`src/rtl/booth_mult_sched_if.sv`:
```
// booth_mult_sched_if
//   Request/response bundle between NREQ requesters and the shared Booth
//   multiplier scheduler.
//   Request side (per requester i, packed):
//     req_valid[i], req_ready[i], req_m[i*N +: N], req_q[i*N +: N]
//   Response side (single channel):
//     rsp_valid, rsp_ready, rsp_id, rsp_p, rsp_err
//   Modports:
//     master - requester/consumer side (drives requests, rsp_ready)
//     slave  - scheduler side (drives req_ready and the response)
interface booth_mult_sched_if #(
    parameter  int NB   = 2,
    parameter  int NREQ = 4,
    localparam int N    = 2**NB,
    localparam int IDW  = $clog2(NREQ)
);
    logic [NREQ-1:0]   req_valid;
    logic [NREQ-1:0]   req_ready;
    logic [NREQ*N-1:0] req_m;
    logic [NREQ*N-1:0] req_q;

    logic              rsp_valid;
    logic              rsp_ready;
    logic [IDW-1:0]    rsp_id;
    logic [2*N-1:0]    rsp_p;
    logic              rsp_err;

    modport master (
        output req_valid, req_m, req_q, rsp_ready,
        input  req_ready, rsp_valid, rsp_id, rsp_p, rsp_err
    );

    modport slave (
        input  req_valid, req_m, req_q, rsp_ready,
        output req_ready, rsp_valid, rsp_id, rsp_p, rsp_err
    );
endinterface

```
`src/rtl/booth_mult_sched.sv`:
```
// booth_mult_sched
//   Round-robin scheduler sharing one external sequential Booth multiplier
//   core (N-bit signed operands, 2N-bit product, done pulse) among NREQ
//   requesters. One job is in flight at a time:
//     IDLE -> accept a request (round robin)
//     LOAD -> present latched operands to the core while it is still held
//     RUN  -> core steps; wait for core_done or watchdog expiry
//     RESP -> hold the response until rsp_ready
//   Ports:
//     clk, rst        clock, synchronous active-high reset
//     bus (slave)     request channels in, response channel out
//     core_ld         core load/hold, low only in RUN (core reset = ~core_ld)
//     core_m, core_q  operands to the core, stable from LOAD through RUN
//     core_done       core done pulse, only observed in RUN
//     core_p          core product {A,Q}
//     busy            high whenever not in IDLE
module booth_mult_sched #(
    parameter  int NB      = 2,
    parameter  int NREQ    = 4,
    parameter  int TMO_CYC = 16,
    localparam int N       = 2**NB,
    localparam int IDW     = $clog2(NREQ)
) (
    input  logic              clk,
    input  logic              rst,
    booth_mult_sched_if.slave bus,
    output logic              core_ld,
    output logic [N-1:0]      core_m,
    output logic [N-1:0]      core_q,
    input  logic              core_done,
    input  logic [2*N-1:0]    core_p,
    output logic              busy
);

    // Watchdog must be able to hold TMO_CYC-1 without wrapping.
    localparam int WDW = $clog2(TMO_CYC) + 1;

    typedef enum logic [1:0] {
        IDLE = 2'd0,
        LOAD = 2'd1,
        RUN  = 2'd2,
        RESP = 2'd3
    } state_t;

    // The job currently owned by the core; id doubles as rsp_id.
    typedef struct packed {
        logic [IDW-1:0] id;
        logic [N-1:0]   m;
        logic [N-1:0]   q;
    } job_t;

    state_t         state, nstate;
    logic [IDW-1:0] rr_ptr;
    job_t           job;
    logic [WDW-1:0] wd;
    logic [2*N-1:0] rsp_p_r;
    logic           rsp_err_r;

    logic           found;
    logic [IDW-1:0] win;
    logic [IDW:0]   cand;
    logic           grant_ok;
    logic           tmo_hit;

    // ------------------------------------------------------------------
    // Round-robin search starting just after the last winner. cand is one
    // bit wider than an id so rr_ptr+k never wraps before the modulo fold,
    // which keeps this correct for non-power-of-two NREQ.
    // ------------------------------------------------------------------
    always_comb begin
        found = 1'b0;
        win   = '0;
        cand  = '0;
        for (int k = 1; k <= NREQ; k++) begin
            cand = {1'b0, rr_ptr} + (IDW+1)'(k);
            if (cand >= (IDW+1)'(NREQ))
                cand = cand - (IDW+1)'(NREQ);
            if (!found && bus.req_valid[cand[IDW-1:0]]) begin
                found = 1'b1;
                win   = cand[IDW-1:0];
            end
        end
    end

    // A grant is only offered in IDLE; valid is already implied by found,
    // so a grant is also an accept. Gated by rst so nothing is offered
    // while the block is being cleared.
    assign grant_ok      = (state == IDLE) && found && !rst;
    assign bus.req_ready = grant_ok ? (NREQ'(1) << win) : '0;

    assign tmo_hit = (wd == WDW'(TMO_CYC - 1));

    // ------------------------------------------------------------------
    // FSM
    // ------------------------------------------------------------------
    always_ff @(posedge clk) begin
        if (rst)
            state <= IDLE;
        else
            state <= nstate;
    end

    always_comb begin
        nstate = state;
        case (state)
            IDLE: if (grant_ok) nstate = LOAD;
            LOAD: nstate = RUN;
            // done and timeout leave RUN the same way; which one wins is
            // decided in the datapath below.
            RUN:  if (core_done || tmo_hit) nstate = RESP;
            RESP: if (bus.rsp_ready) nstate = IDLE;
            default: nstate = IDLE;
        endcase
    end

    // ------------------------------------------------------------------
    // Datapath: arbitration pointer, latched job, watchdog, response.
    // ------------------------------------------------------------------
    always_ff @(posedge clk) begin
        if (rst) begin
            rr_ptr    <= IDW'(NREQ - 1);
            job       <= '0;
            wd        <= '0;
            rsp_p_r   <= '0;
            rsp_err_r <= 1'b0;
        end else begin
            case (state)
                IDLE: begin
                    if (grant_ok) begin
                        rr_ptr <= win;
                        job.id <= win;
                        job.m  <= bus.req_m[win*N +: N];
                        job.q  <= bus.req_q[win*N +: N];
                    end
                end
                LOAD: wd <= '0;
                RUN: begin
                    wd <= wd + 1'b1;
                    // A done pulse in the final watchdog cycle still
                    // delivers the product.
                    if (core_done) begin
                        rsp_p_r   <= core_p;
                        rsp_err_r <= 1'b0;
                    end else if (tmo_hit) begin
                        rsp_p_r   <= '0;
                        rsp_err_r <= 1'b1;
                    end
                end
                default: ;
            endcase
        end
    end

    // ------------------------------------------------------------------
    // Outputs. core_ld is high in every state but RUN so the core sits in
    // load/hold whenever it is not actively computing our job, including
    // straight after a reset that aborted a job mid-run.
    // ------------------------------------------------------------------
    assign core_ld       = (state != RUN);
    assign core_m        = job.m;
    assign core_q        = job.q;
    assign busy          = (state != IDLE);

    assign bus.rsp_valid = (state == RESP);
    assign bus.rsp_id    = job.id;
    assign bus.rsp_p     = rsp_p_r;
    assign bus.rsp_err   = rsp_err_r;

endmodule

```
`src/flat_wrapper.sv`:
```
// flat-port wrapper written by rule: the top's interface ports become plain ports
module booth_mult_sched_flat 
#(
    parameter  int NB      = 2,
    parameter  int NREQ    = 4,
    parameter  int TMO_CYC = 16,
    localparam int N       = 2**NB,
    localparam int IDW     = $clog2(NREQ)
)
  (clk, rst, core_ld, core_m, core_q, core_done, core_p, busy, bus_req_valid, bus_req_m, bus_req_q, bus_rsp_ready, bus_req_ready, bus_rsp_valid, bus_rsp_id, bus_rsp_p, bus_rsp_err);
  booth_mult_sched_if #(.NB(NB), .NREQ(NREQ)) bus_i ();
  input  logic clk;
  input  logic rst;
  output logic core_ld;
  output logic [N-1:0] core_m;
  output logic [N-1:0] core_q;
  input  logic core_done;
  input  logic [2*N-1:0] core_p;
  output logic busy;
  input wire logic [$bits(bus_i.req_valid)-1:0] bus_req_valid;
  input wire logic [$bits(bus_i.req_m)-1:0] bus_req_m;
  input wire logic [$bits(bus_i.req_q)-1:0] bus_req_q;
  input wire logic [$bits(bus_i.rsp_ready)-1:0] bus_rsp_ready;
  output wire logic [$bits(bus_i.req_ready)-1:0] bus_req_ready;
  output wire logic [$bits(bus_i.rsp_valid)-1:0] bus_rsp_valid;
  output wire logic [$bits(bus_i.rsp_id)-1:0] bus_rsp_id;
  output wire logic [$bits(bus_i.rsp_p)-1:0] bus_rsp_p;
  output wire logic [$bits(bus_i.rsp_err)-1:0] bus_rsp_err;
  assign bus_i.req_valid = bus_req_valid;
  assign bus_i.req_m = bus_req_m;
  assign bus_i.req_q = bus_req_q;
  assign bus_i.rsp_ready = bus_rsp_ready;
  assign bus_req_ready = bus_i.req_ready;
  assign bus_rsp_valid = bus_i.rsp_valid;
  assign bus_rsp_id = bus_i.rsp_id;
  assign bus_rsp_p = bus_i.rsp_p;
  assign bus_rsp_err = bus_i.rsp_err;
  booth_mult_sched #(.NB(NB), .NREQ(NREQ), .TMO_CYC(TMO_CYC)) u_core (.clk(clk), .rst(rst), .bus(bus_i), .core_ld(core_ld), .core_m(core_m), .core_q(core_q), .core_done(core_done), .core_p(core_p), .busy(busy));
endmodule
```
`config.mk`:
```
export PLATFORM = sky130hd
export DESIGN_NAME = booth_mult_sched_flat
export DESIGN_NICKNAME = d
export VERILOG_FILES = /design/src/rtl/booth_mult_sched_if.sv /design/src/rtl/booth_mult_sched.sv /design/src/flat_wrapper.sv
export SDC_FILE = /design/constraint.sdc
export NUM_CORES = 1
export LEC_CHECK = 0
export BUFFER_PORTS_ARGS = -buffer_cell sky130_fd_sc_hd__buf_2
export CAP_MARGIN = 10
export CELL_PAD_IN_SITES_DETAIL_PLACEMENT = 0
export CELL_PAD_IN_SITES_GLOBAL_PLACEMENT = 1
export CORE_MARGIN = 8
export CORE_UTILIZATION = 32
export DETAILED_ROUTE_END_ITERATION = 8
export PLACE_DENSITY = 0.91
export SYNTH_ARGS = -nofsm -noshare
export SYNTH_HDL_FRONTEND = slang
export SYNTH_SLANG_ARGS = --single-unit
```
`constraint.sdc`:
```
create_clock -name clk -period 2 [get_ports clk]
set_input_delay 0.2 -clock clk [delete_from_list [all_inputs] [get_ports clk]]
set_output_delay 0.2 -clock clk [all_outputs]
set_load 0.05 [all_outputs]
```
* Yosys cells after proc, flatten, opt, wreduce, memory -nomap -nowiden *
Index checks and enable logic that the tools add are counted.

word-level totals
  flip-flop bits (word level) = 28
  bits of input ports = 48
  output and inout bits = 26
  logic and storage cells = 83

cells by class
  $add $sub $neg = 9
  magnitude comparators = 8
  equality and inequality tests = 8
  shift-type cells = 3
  muxes and demuxes = 30
  reductions and logical operators = 17

operators with widths
  operator               number
  $shiftx A16 B5 Y4      2
  $mux W2                11
  $mux W8                2
  $ge A3 B3 Y1 const B   4
  $lt A2 B3 Y1 const B   4
  $mux W1                10
  $pmux W5 S2            1
  $bmux W1 S2            4
  $pmux W2 S4            1
  $sub A2 B1 Y2 const B  4
  $add A2 B2 Y3 const B  2
  $reduce_bool A2 Y1     3
  $add A5 B1 Y5 const B  1
  $eq A5 B4 Y1 const B   1
  $logic_and A1 B1 Y1    5
  $eq A2 B2 Y1 const B   2
  $logic_not A1 Y1       4
  $mux W4                1
  $ne A2 B1 Y1 const B   2
  $ne A2 B2 Y1 const B   2
  $reduce_and A2 Y1      2
  $shl A1 B2 Y4 const A  1
  $add A2 B1 Y3 const B  1
  $add A2 B3 Y3 const B  1
  4 further kinds        4

* Logic depth before layout (Yosys ltp) *
  depth in word-level cells = 19
  mapped depth = 8
  mapped depth without buffers = 7

* Worst setup path after synthesis *
No wires, ideal clock.

  kind = flip-flop to output port
  start point = register u_core.rr_ptr[0]
  end point = output port bus_req_ready[1]
  arrival time = 1.887 ns
  required time = 1.800 ns
  setup slack = -0.087 ns
  cell stages (with the launch flop) = 6
  path buffers = 1
  path through = dfxtp_1 > inv_2 > or3_1 > a221o_1 > buf_6 > nor2_1

between the ends
  longest elaborated chain between the ends = 18
  elaborated cells on any way between the ends = 42
  classes of those cells = add/sub: 8; order compare: 4; shift: 1; mux: 21; reduce/logical: 8

ends and longest elaborated chain
  what                                           line                                            source
  start: declaration                             booth_mult_sched.sv:53                          logic [IDW-1:0] rr_ptr;
  start signal: assignment                       booth_mult_sched.sv:121                         rr_ptr <= IDW'(NREQ - 1);
  start signal: assignment                       booth_mult_sched.sv:130                         rr_ptr <= win;
  $add A2 B1 Y3                                  booth_mult_sched.sv:75                          cand = {1'b0, rr_ptr} + (IDW+1)'(k);
  $ge A3 B3 Y1 or $sub A2 B1 Y2 (tied branches)  booth_mult_sched.sv:76, booth_mult_sched.sv:77
  $mux W2                                        booth_mult_sched.sv:76                          if (cand >= (IDW+1)'(NREQ))
  $bmux W1 S2                                    booth_mult_sched.sv:78                          if (!found && bus.req_valid[cand[IDW-1:0]]) begin
  $mux W1 (not written as such)                  booth_mult_sched.sv:78
  $mux W1                                        booth_mult_sched.sv:78
  $logic_not A1 Y1                               booth_mult_sched.sv:78
  $logic_and A1 B1 Y1                            booth_mult_sched.sv:78
  $mux W1                                        booth_mult_sched.sv:78
  $logic_not A1 Y1                               booth_mult_sched.sv:78
  $logic_and A1 B1 Y1                            booth_mult_sched.sv:78
  $mux W1                                        booth_mult_sched.sv:78
  $logic_not A1 Y1                               booth_mult_sched.sv:78
  $logic_and A1 B1 Y1                            booth_mult_sched.sv:78
  $mux W1                                        booth_mult_sched.sv:78
  $logic_and A1 B1 Y1 (2 in series)              booth_mult_sched.sv:88                          assign grant_ok = (state == IDLE) && found && !rst;
  $mux W4 (*)                                    booth_mult_sched.sv:89                          assign bus.req_ready = grant_ok ? (NREQ'(1) << win) : '0;
  end: declaration                               flat_wrapper.sv:24                              output wire logic [$bits(bus_i.req_ready)-1:0] bus_req_ready;

Every way passes the cells marked *; elsewhere a longest branch is shown, timed or not. The select of a mux whose other input is x is not followed.

* Worst setup path in the final report *
Same ends and word-level chain as after synthesis.

==> results.json <==
{
  "antenna_found_initial": 0,
  "ctsHoldBuffers": 0,
  "grt_util_all_layers": 0.1147,
  "worstHoldPathType": "input pin to flip-flop",
  "worstPathCellList": "inv_2, or3_1, a221o_1, nor2_1, buf_6",
  "tightest_slew_ns": 0.5414,
  "final_cells": 285,
  "yosysSeqAreaShare": 0.3865,
  "worstSetupStartpointType": "flip-flop",
  "fmax_mhz": 520.8,
  "cpMaxStageDelayCell": "dfxtp_2",
  "cts_sinks": 28,
  "clk_latency_ns": 0.28,
  "cp_num_buf_inv": 2,
  "path_clk_slew_ns": 0.10,
  "required_ns": 1.80,
  "crit_type": "flip-flop to output pin",
  "syn_area_mm2": 0.001450,
  "syn_to_final_growth_pct": 36.50,
  "slew_viol_final": 0,
  "post-route-period-util": 0.9600,
  "worst_setup_path_end_kind": "output pin",
  "fin_worst_skew_ns": 0.004856,
  "powerDensity_mw_per_mm2": 1450,
  "ys_ff_latch": 28,
  "dieArea_mm2": 0.006941,
  "setup_tns_ns": 0,
  "die_h_um": 83.32,
  "fin_nets": 288,
  "dr_wl_met3_um": 178,
  "start_util": 0.3330,
  "final_cell_mix": "71 x buf_2, 27 x dfxtp_1, 19 x nor2_1",
  "pin_count": 74,
  "avgSynthCellArea_um2": 9.007,
  "grt_max_degree": 20,
  "status": "complete, no violations",
  "wl_met1_um": 1811,
  "drt_first_iter_violations": 69,
  "dr_wl_met2_um": 2046,
  "avgRoutedWirePerCell_um": 14.26,
  "max-slew-margin-rel": 0.6366,
  "maxCapViolations": 0,
  "final_common_cell": "buf_2",
  "period_needed_ns": 1.920,
  "vdd_drop_max_mv": 0.7114,
  "drc": 0,
  "place_congestion": 0.7428,
  "htreeDepth": 1,
  "dieWidth_um": 83.32,
  "clock_path_buffers": 2,
  "num_rows": 24,
  "numCtsBuffers": 3,
  "portBuffers": 73,
  "grt_pass1_wl_um": 6906,
  "vias": 1373,
  "synth_cell_types": 36,
  "cts_root_buf": "clkbuf_8",
  "overflow": 0,
  "core_area_mm2": 0.004354,
  "highest_layer": "met4",
  "ant_nets": 0,
  "p_leak_nw": 0.9504,
  "place_area_mm2": 0.001886,
  "cts_tree": "done",
  "dr.pass1.iters": 4,
  "antenna_cells": 0,
  "grt_pass1_vias": 1456,
  "cp_top_family": "simple AND/OR/NAND/NOR gates",
  "setup_viol": 0,
  "drive_above_1_share": 0.4077,
  "rsz0062_at_grt": "no",
  "routed_wl_um": 4063,
  "drt-vias-per-instance": 4.818,
  "synth_fp_nets": 215,
  "fin_util": 0.4546,
  "netlist_instances": 161,
  "crit_arrival_ns": 1.72,
  "dp_cells": 281,
  "dp_hpwl_um": 3239,
  "cp_max_fo": 4,
  "power_mw": 2.870,
  "hold_viol_final": 0,
  "max_stage_delay_ns": 0.36,
  "final_cell_area_mm2": 0.001979,
  "yosysWarnings": 0
}
-- per-layer routing --
layer / track usage / vias up
met5: 0 / -
met4: 0.02875 / 0
li1: - / 714
met2: 0.1987 / 35
met1: 0.1371 / 622
met3: 0.02734 / 2
-- worst reg2reg max path, delay by kind of cell, from the launching register on --
family / cells / cell delay [ns]
AO/OA/AOI/OAI: 2 / 0.62
flip-flops: 1 / 0.35
AND/OR/NAND/NOR: 2 / 0.31
adder cells (fa/ha/maj): 2 / 0.45
-- where the power goes --
part | internal [mW] | switching, mW
clock | 0.268 | 0.190
sequential | 0.709 | 0.0976
combinational | 0.518 | 1.09
-- state kept, by name, indices dropped and copies added (netlist names) --
register,flops
u_core.bus.rsp_err,1
u_core.core_q,4
u_core.wd,5
u_core.bus.rsp_p,8
u_core.core_m,4
u_core.state,2
u_core.bus.rsp_id,2
u_core.rr_ptr,2
-- synthesized netlist by cell type (all sizes together) --
cell type  count  share of area
dfxtp         28           0.39
nor2          21          0.056
mux2i         18           0.12
nand2         14          0.036
inv           11          0.028
a21oi          8          0.028
a22oi          8          0.041
o221ai         8          0.079
buf            6          0.026
ha             6          0.052
nor3           5          0.017
clkbuf         4          0.010
o21ai          4          0.014
nand2b         3          0.013
and2           2         0.0086
nand3          2         0.0069
a211oi         1         0.0086
a21boi         1         0.0052
a21o           1         0.0052
a221o          1         0.0069
a32o           1         0.0069
and3           1         0.0043
nand3b         1         0.0052
nor3b          1         0.0052
o2111ai        1         0.0060
o211ai         1         0.0052
o22a           1         0.0060
o22ai          1         0.0043
or3            1         0.0043
-- path summary, 6_finish.rpt --
path                                             end                 start  cells past startpoint  slack (ns)
worst min register to register  u_core.bus.rsp_id[0]  u_core.bus.rsp_id[0]                      2        0.45
worst min-delay path             u_core.bus.rsp_p[1]             core_p[1]                      3        0.15
worst max register to register   u_core.bus.rsp_p[6]          u_core.wd[0]                      6        0.23
worst max-delay path                bus_req_ready[1]      u_core.rr_ptr[0]                      5        0.08
-- cell type report --
class / count / area, um^2
clock buffers: 3 / 41.29
clock inverters: 1 / 30.03
fillers: 428 / 2375
inverters: 11 / 41.29
multi-input cells: 112 / 812.0
flip-flops and latches: 28 / 561.8
well taps: 52 / 65.06
repair buffers: 78 / 427.9
-- cells by family after synthesis --
logic type	share of synthesized area
buffers and inverters	0.06470
AO/OA/AOI/OAI	0.2157
AND/OR/NAND/NOR	0.1570
adder cells (fa/ha/maj)	0.05177
flip-flops	0.3865
multiplexers	0.1242
-- repair_timing --
item	4_1_cts	5_1_grt
gates resized for setup	2	6
pin swaps	0	1
endpoints found under the setup margin	2	4
buffers inserted	0	0
-- metrics by stage --
stage	setup slack [ns]	hold WS [ns]
finish	0.07999	0.1526
CTS	0.01876	0.1515
global placement	0.2799	0.4300
detailed placement	0.2310	0.4382
floorplan	-0.08749	0.3483
global route	0.008768	0.1496
(Power assumes the default switching activity.)
